### config.mk
export PLATFORM = sky130hd
export DESIGN_NAME = reg_access_arbiter
export DESIGN_NICKNAME = d
export VERILOG_FILES = /design/src/rtl/reg_access_arbiter.sv
export SDC_FILE = /design/constraint.sdc
export NUM_CORES = 1
export LEC_CHECK = 0
export CAP_MARGIN = 5
export CORE_MARGIN = 4
export CORE_UTILIZATION = 39
export DETAILED_ROUTE_END_ITERATION = 8
export PLACE_DENSITY = 0.82
export SYNTH_ARGS = -nofsm -noshare
export SYNTH_HDL_FRONTEND = slang
export SYNTH_SLANG_ARGS = --single-unit
### constraint.sdc
create_clock -name clk -period 1.8 [get_ports clk]
set_clock_uncertainty 0.2 [all_clocks]
set_input_delay 0.18 -clock clk [delete_from_list [all_inputs] [get_ports clk]]
set_output_delay 0.18 -clock clk [all_outputs]
set_load 0.005 [all_outputs]
### src/rtl/reg_access_arbiter.sv
// reg_access_arbiter: round-robin arbiter and sequencer for the single port of a
// register bank. It grants one requester at a time, issues a one-cycle
// read or write, waits for readData/writeAck, and returns a done pulse.
// Optional feature macro: REG_ARB_ADMIN_EN. When it is defined, the
// ADMIN_MASK parameter selects which requesters write with writeAdmin set.
module reg_access_arbiter #(
  parameter int NUM_REQ     = 2,
  parameter int DATA_W      = 32,
  parameter int ADDR_W      = 4,
  parameter int ACK_TIMEOUT = 8
`ifdef REG_ARB_ADMIN_EN
  , parameter logic [NUM_REQ-1:0] ADMIN_MASK = NUM_REQ'(1)
`endif
) (
  input  logic                      clk,
  input  logic                      reset,
  input  logic [NUM_REQ-1:0]        req,
  input  logic [NUM_REQ-1:0]        req_we,
  input  logic [NUM_REQ*ADDR_W-1:0] req_addr,
  input  logic [NUM_REQ*DATA_W-1:0] req_wdata,
  output logic [NUM_REQ-1:0]        done,
  output logic                      err,
  output logic [DATA_W-1:0]         rdata,
  output logic                      busy,
  output logic                      readEnable,
  output logic                      writeEnable,
  output logic [ADDR_W-1:0]         address,
  output logic [DATA_W-1:0]         writeData,
  output logic                      writeAdmin,
  input  logic                      writeAck,
  input  logic [DATA_W-1:0]         readData
);

  localparam int IDX_W = (NUM_REQ > 1) ? $clog2(NUM_REQ) : 1;
  localparam int CNT_W = $clog2(ACK_TIMEOUT);

  typedef enum logic [1:0] {S_IDLE, S_ISSUE, S_WAIT, S_DONE} state_t;

  state_t             r_state;
  state_t             w_state_nxt;
  logic               w_timeout;
  logic               w_found;
  logic [IDX_W-1:0]   w_win;
  int                 w_idx;

  logic [IDX_W-1:0]   r_rr;
  logic [IDX_W-1:0]   r_win;
  logic               r_lat_we;
  logic [CNT_W-1:0]   r_cnt;
  logic [NUM_REQ-1:0] r_done;
  logic               r_err;
  logic [DATA_W-1:0]  r_rdata;
  logic               r_busy;
  logic               r_re;
  logic               r_we;
  logic [ADDR_W-1:0]  r_addr;
  logic [DATA_W-1:0]  r_wdata;
`ifdef REG_ARB_ADMIN_EN
  logic               r_wadm;
`endif

  // Round-robin search: first set request at or above the pointer, wrapping.
  always_comb begin
    w_found = 1'b0;
    w_win   = '0;
    w_idx   = 0;
    for (int k = 0; k < NUM_REQ; k++) begin
      w_idx = int'(r_rr) + k;
      if (w_idx >= NUM_REQ) w_idx = w_idx - NUM_REQ;
      if (!w_found && req[w_idx]) begin
        w_found = 1'b1;
        w_win   = IDX_W'(w_idx);
      end
    end
  end

  // Next-state decode; a write still unacknowledged on the last counted cycle times out.
  always_comb begin
    w_state_nxt = r_state;
    w_timeout   = 1'b0;
    case (r_state)
      S_IDLE:  if (w_found) w_state_nxt = S_ISSUE;
      S_ISSUE: w_state_nxt = S_WAIT;
      S_WAIT: begin
        if (!r_lat_we || writeAck) begin
          w_state_nxt = S_DONE;
        end else if (r_cnt == CNT_W'(ACK_TIMEOUT - 1)) begin
          w_state_nxt = S_DONE;
          w_timeout   = 1'b1;
        end
      end
      S_DONE:  w_state_nxt = S_IDLE;
      default: w_state_nxt = S_IDLE;
    endcase
  end

  // State register.
  always_ff @(posedge clk) begin
    if (reset) r_state <= S_IDLE;
    else       r_state <= w_state_nxt;
  end

  // Registered outputs, request latch, rr pointer and timeout counter.
  always_ff @(posedge clk) begin
    if (reset) begin
      r_rr     <= '0;
      r_win    <= '0;
      r_lat_we <= 1'b0;
      r_cnt    <= '0;
      r_done   <= '0;
      r_err    <= 1'b0;
      r_rdata  <= '0;
      r_busy   <= 1'b0;
      r_re     <= 1'b0;
      r_we     <= 1'b0;
      r_addr   <= '0;
      r_wdata  <= '0;
`ifdef REG_ARB_ADMIN_EN
      r_wadm   <= 1'b0;
`endif
    end else begin
      r_re   <= 1'b0;
      r_we   <= 1'b0;
      r_done <= '0;
      r_err  <= 1'b0;
      r_busy <= (w_state_nxt != S_IDLE);
`ifdef REG_ARB_ADMIN_EN
      r_wadm <= 1'b0;
`endif
      case (r_state)
        S_IDLE: begin
          if (w_found) begin
            // The bank-side registers double as the request latch.
            r_win    <= w_win;
            r_lat_we <= req_we[w_win];
            r_re     <= ~req_we[w_win];
            r_we     <= req_we[w_win];
            r_addr   <= req_addr[int'(w_win)*ADDR_W +: ADDR_W];
            r_wdata  <= req_wdata[int'(w_win)*DATA_W +: DATA_W];
`ifdef REG_ARB_ADMIN_EN
            r_wadm   <= req_we[w_win] & ADMIN_MASK[w_win];
`endif
          end
        end
        S_ISSUE: begin
          r_cnt <= '0;
          r_rr  <= (r_win == IDX_W'(NUM_REQ - 1)) ? '0 : r_win + 1'b1;
        end
        S_WAIT: begin
          if (!r_lat_we) begin
            r_rdata       <= readData;
            r_done[r_win] <= 1'b1;
          end else if (writeAck || w_timeout) begin
            r_err         <= w_timeout;
            r_done[r_win] <= 1'b1;
          end else begin
            r_cnt <= r_cnt + 1'b1;
          end
        end
        default: ;
      endcase
    end
  end

  assign done        = r_done;
  assign err         = r_err;
  assign rdata       = r_rdata;
  assign busy        = r_busy;
  assign readEnable  = r_re;
  assign writeEnable = r_we;
  assign address     = r_addr;
  assign writeData   = r_wdata;
`ifdef REG_ARB_ADMIN_EN
  assign writeAdmin  = r_wadm;
`else
  assign writeAdmin  = 1'b0;
`endif

endmodule

==> flow_metrics.env <==
export IMPL_p_leak_nw=2.00
export IMPL_setup_violations=0
export IMPL_viasPerCell=5.31
export IMPL_die_x_um=102
export IMPL_drv_slew=0
export IMPL_portBuffers=184
export IMPL_setup_worst_path_end="writeData[24]$_SDFFE_PP0P_"
export IMPL_worstSetupStartpointType="register"
export IMPL_nNetsFinal=704
export IMPL_gp_congestion=0.810
export IMPL_worst_path_max_fanout=54
export IMPL_required_ns=1.84
export IMPL_path_clk_slew_ns=0.09
export IMPL_grt_first_pass_wirelength_um=16700
export IMPL_period_share_pct=93.3
export IMPL_pwr_share_comb_pct=42.5
export IMPL_syn_cell_area_um2=3410
export IMPL_powerDensity_nw_per_um2=1280
export IMPL_clock_fmax_mhz=596
export IMPL_core_area_um2=8340
export IMPL_crit_slowest_cell="dfxtp_1"
export IMPL_cts_root_buffer="clkbuf_8"
export IMPL_via_count=3706
export IMPL_setup_worst_path_end_class="register"
export IMPL_synth_seq_cells=82
export IMPL_syn_avg_cell_area_um2=8.26
export IMPL_ir_worst_vdd_mv=0.585
export IMPL_async_flop_share_pct=0
export IMPL_wl_per_cell_um=15.5
export IMPL_antenna_found_initial=0
export IMPL_yosys_warnings=0
export IMPL_cts_tree="built"
export IMPL_synthToLayoutAreaGrowth_pct=64.7
export IMPL_internal_power_mw=4.91
export IMPL_tns_ns=0
export IMPL_hpwl_um=8230
export IMPL_r2r_end="writeData[24]$_SDFFE_PP0P_"
export IMPL_initial_core_util_pct=40.9
export IMPL_synthFlopType="dfxtp_1"
export IMPL_ys_seq_area_share_pct=48.1
export IMPL_grt_usage_pct=20.3
export IMPL_clk_latency_ns=0.33
export IMPL_cts_buffers=9
export IMPL_critical_path_arrival_ns=1.72
export IMPL_netlist_instances=413
export IMPL_period_needed_ns=1.68
export IMPL_h_tree_depth=3
export IMPL_design_die_area_um2=10300
export IMPL_grt_max_degree=55
export IMPL_cp_cell_sequence="inv_1 > ha_1 > o21a_2 > buf_12 > nor2_1 > a311oi_1"
export IMPL_r2r_start="r_state[0]$_SDFF_PP0_"
export IMPL_netSwitchingPower_mw=2.29
export IMPL_crit_start="r_state[0]$_SDFF_PP0_"
export IMPL_drt_iter0_drc=137
export IMPL_fp_row_count=33
export IMPL_synth_edf_count=0
export IMPL_fillers=668
export IMPL_grt_ovfl_total=0
export IMPL_numClockSinks=82
export IMPL_pwr_share_seq_pct=37.2
export IMPL_rsz0062_at_grt="no"
export IMPL_ff2ff_path_depth=6
export IMPL_critPathKind="register to register"
export IMPL_synth_net_count=529
export IMPL_io_pins=186
export IMPL_switching_share_pct=31.8
export IMPL_yosysUniqueCellTypes=33
export IMPL_grt_pass1_vias=3527
export IMPL_cts_buffer_depth=2
export IMPL_drive_gt1_share_pct=6.41
export IMPL_ant_nets=0
export IMPL_total_power_mw=7.21
export IMPL_routed_wl_um=10800
export IMPL_post_route_drc_count=0
export IMPL_dr_pass1_iters=4
export IMPL_hold_violations=0
export IMPL_status="finished clean"
export IMPL_cts_hold_buf=0
export IMPL_clockPowerShare_pct=20.3
export IMPL_dieHeight_um=102
export IMPL_drv_cap=0
export IMPL_diodes=0
export IMPL_hold_class="primary input to register"
export IMPL_max_stage_delay_ns=0.34
export IMPL_reg2reg_slack_ns=0.12
-- power groups by stage --
stage / logic [mW] / registers (mW) / clock network, mW
floorplan: 1.38 / 2.72 / 0
global placement: 3.00 / 2.70 / 0
detailed placement: 3.07 / 2.72 / 0
CTS: 3.09 / 2.69 / 1.51
global route: 3.38 / 2.74 / 1.58
finish: 3.06 / 2.68 / 1.46
-- synthesized netlist by cell type (all sizes together), types with 2 or more instances --
cell type / count / area share [%]
a21oi: 35 / 5.1
a311oi: 37 / 9.5
buf: 27 / 4.8
clkbuf: 13 / 1.5
dfxtp: 82 / 48
ha: 5 / 1.8
inv: 4 / 0.44
nand2: 66 / 7.3
nand2b: 5 / 0.92
nand3: 40 / 5.9
nor2: 43 / 4.7
nor2b: 2 / 0.37
nor4b: 2 / 0.51
o21ai: 38 / 5.6
-- worst max-delay path, delay by kind of cell, from the launching register on --
family	cells	cell delay [ns]
flip-flops	1	0.34
AND/OR/NAND/NOR	1	0.06
AO/OA/AOI/OAI	2	0.46
buffers and inverters	2	0.31
adder cells (fa/ha/maj)	1	0.19
-- layout make-up --
type                            instances  area [µm²]  area share [%]
Sequential cell                        82        1640            29.2
Clock inverter                          4        75.1            1.34
Clock buffer                           12         145            2.59
Timing Repair Buffer                  204        2060            36.7
Inverter                                4        15.0           0.267
Multi-Input combinational cell        287        1540            27.5
Tap cell                              105         131            2.34
-- sequential cells by signal, indices dropped and copies added, names as in the netlist --
name         count
address          4
busy             1
done             2
err              1
r_cnt            3
r_lat_we         1
r_rr             1
r_state          2
r_win            1
rdata           32
readEnable       1
writeData       32
writeEnable      1
-- worst min-delay path by stage --
stage	startpoint	cells after the start	slack, ns	endpoint
CTS	reset	2	0.06	r_rr$_SDFFE_PP0P_
finish	reset	2	0.07	r_win$_SDFFE_PP0P_
detailed placement	rdata[2]$_SDFFE_PP0P_	2	0.25	rdata[2]$_SDFFE_PP0P_
global route	reset	2	0.07	r_rr$_SDFFE_PP0P_
global placement	rdata[22]$_SDFFE_PP0P_	2	0.24	rdata[22]$_SDFFE_PP0P_
floorplan	readData[0]	2	0.12	rdata[0]$_SDFFE_PP0P_
-- kinds of logic (layout without fill, tap and decap cells) --
group	count (synthesis)	after routing	share of synthesized area, %
DFF	82	82	48.1
other	1	1	0.110
adders and majority gates	5	5	1.83
AOI/OAI and AO/OA	115	115	21.4
and+or+nand+nor	165	165	21.4
muxes	1	1	0.294
buffers and inverters	44	224	6.83
-- placed cells by master (no fill, tap or decap), types with 2 or more instances in the layout --
cell,n
clkdlybuf4s50_1,183
nand3_1,40
o21ai_1,23
nor2_1,43
dfxtp_1,82
a311oi_1,37
ha_1,5
bufinv_16,2
nand2_1,66
buf_4,14
clkbuf_1,2
nand2b_1,5
nor4b_1,2
clkbuf_8,10
inv_1,4
clkinvlp_4,2
o21ai_0,15
a21oi_1,35
buf_12,6
-- repair_timing --
| action | 4_1_cts | 5_1_grt |
|---|---|---|
| endpoints found under the setup margin | 0 | 19 |
| setup buffers | 0 | 0 |
| gates resized for setup | 0 | 1 |
-- through the flow --
step / util [%] / instance area [µm²] / hold WS (ns) / cells / setup slack [ns]
final: 67.3 / 5610 / 0.0685 / 698 / 0.121
after detailed placement: 64.6 / 5390 / 0.249 / 682 / -0.0474
after global routing: 67.3 / 5610 / 0.0702 / 698 / 0.000386
after global placement: 64.6 / 5390 / 0.241 / 682 / -0.00640
after floorplan: - / 3410 / 0.116 / 413 / 0.224
after CTS: 67.3 / 5610 / 0.0637 / 698 / 0.0793
-- metal layers --
metal	track usage, %	vias up	wire, µm	share of wire, %
met5	0	-	0	0
met3	7.02	23	1130	10
met4	7.57	0	240	2.2
li1	-	1804	-	-
met1	23.1	1711	4070	38
met2	35.1	168	5370	50
Note: power is estimated with default switching activity, not from simulation.
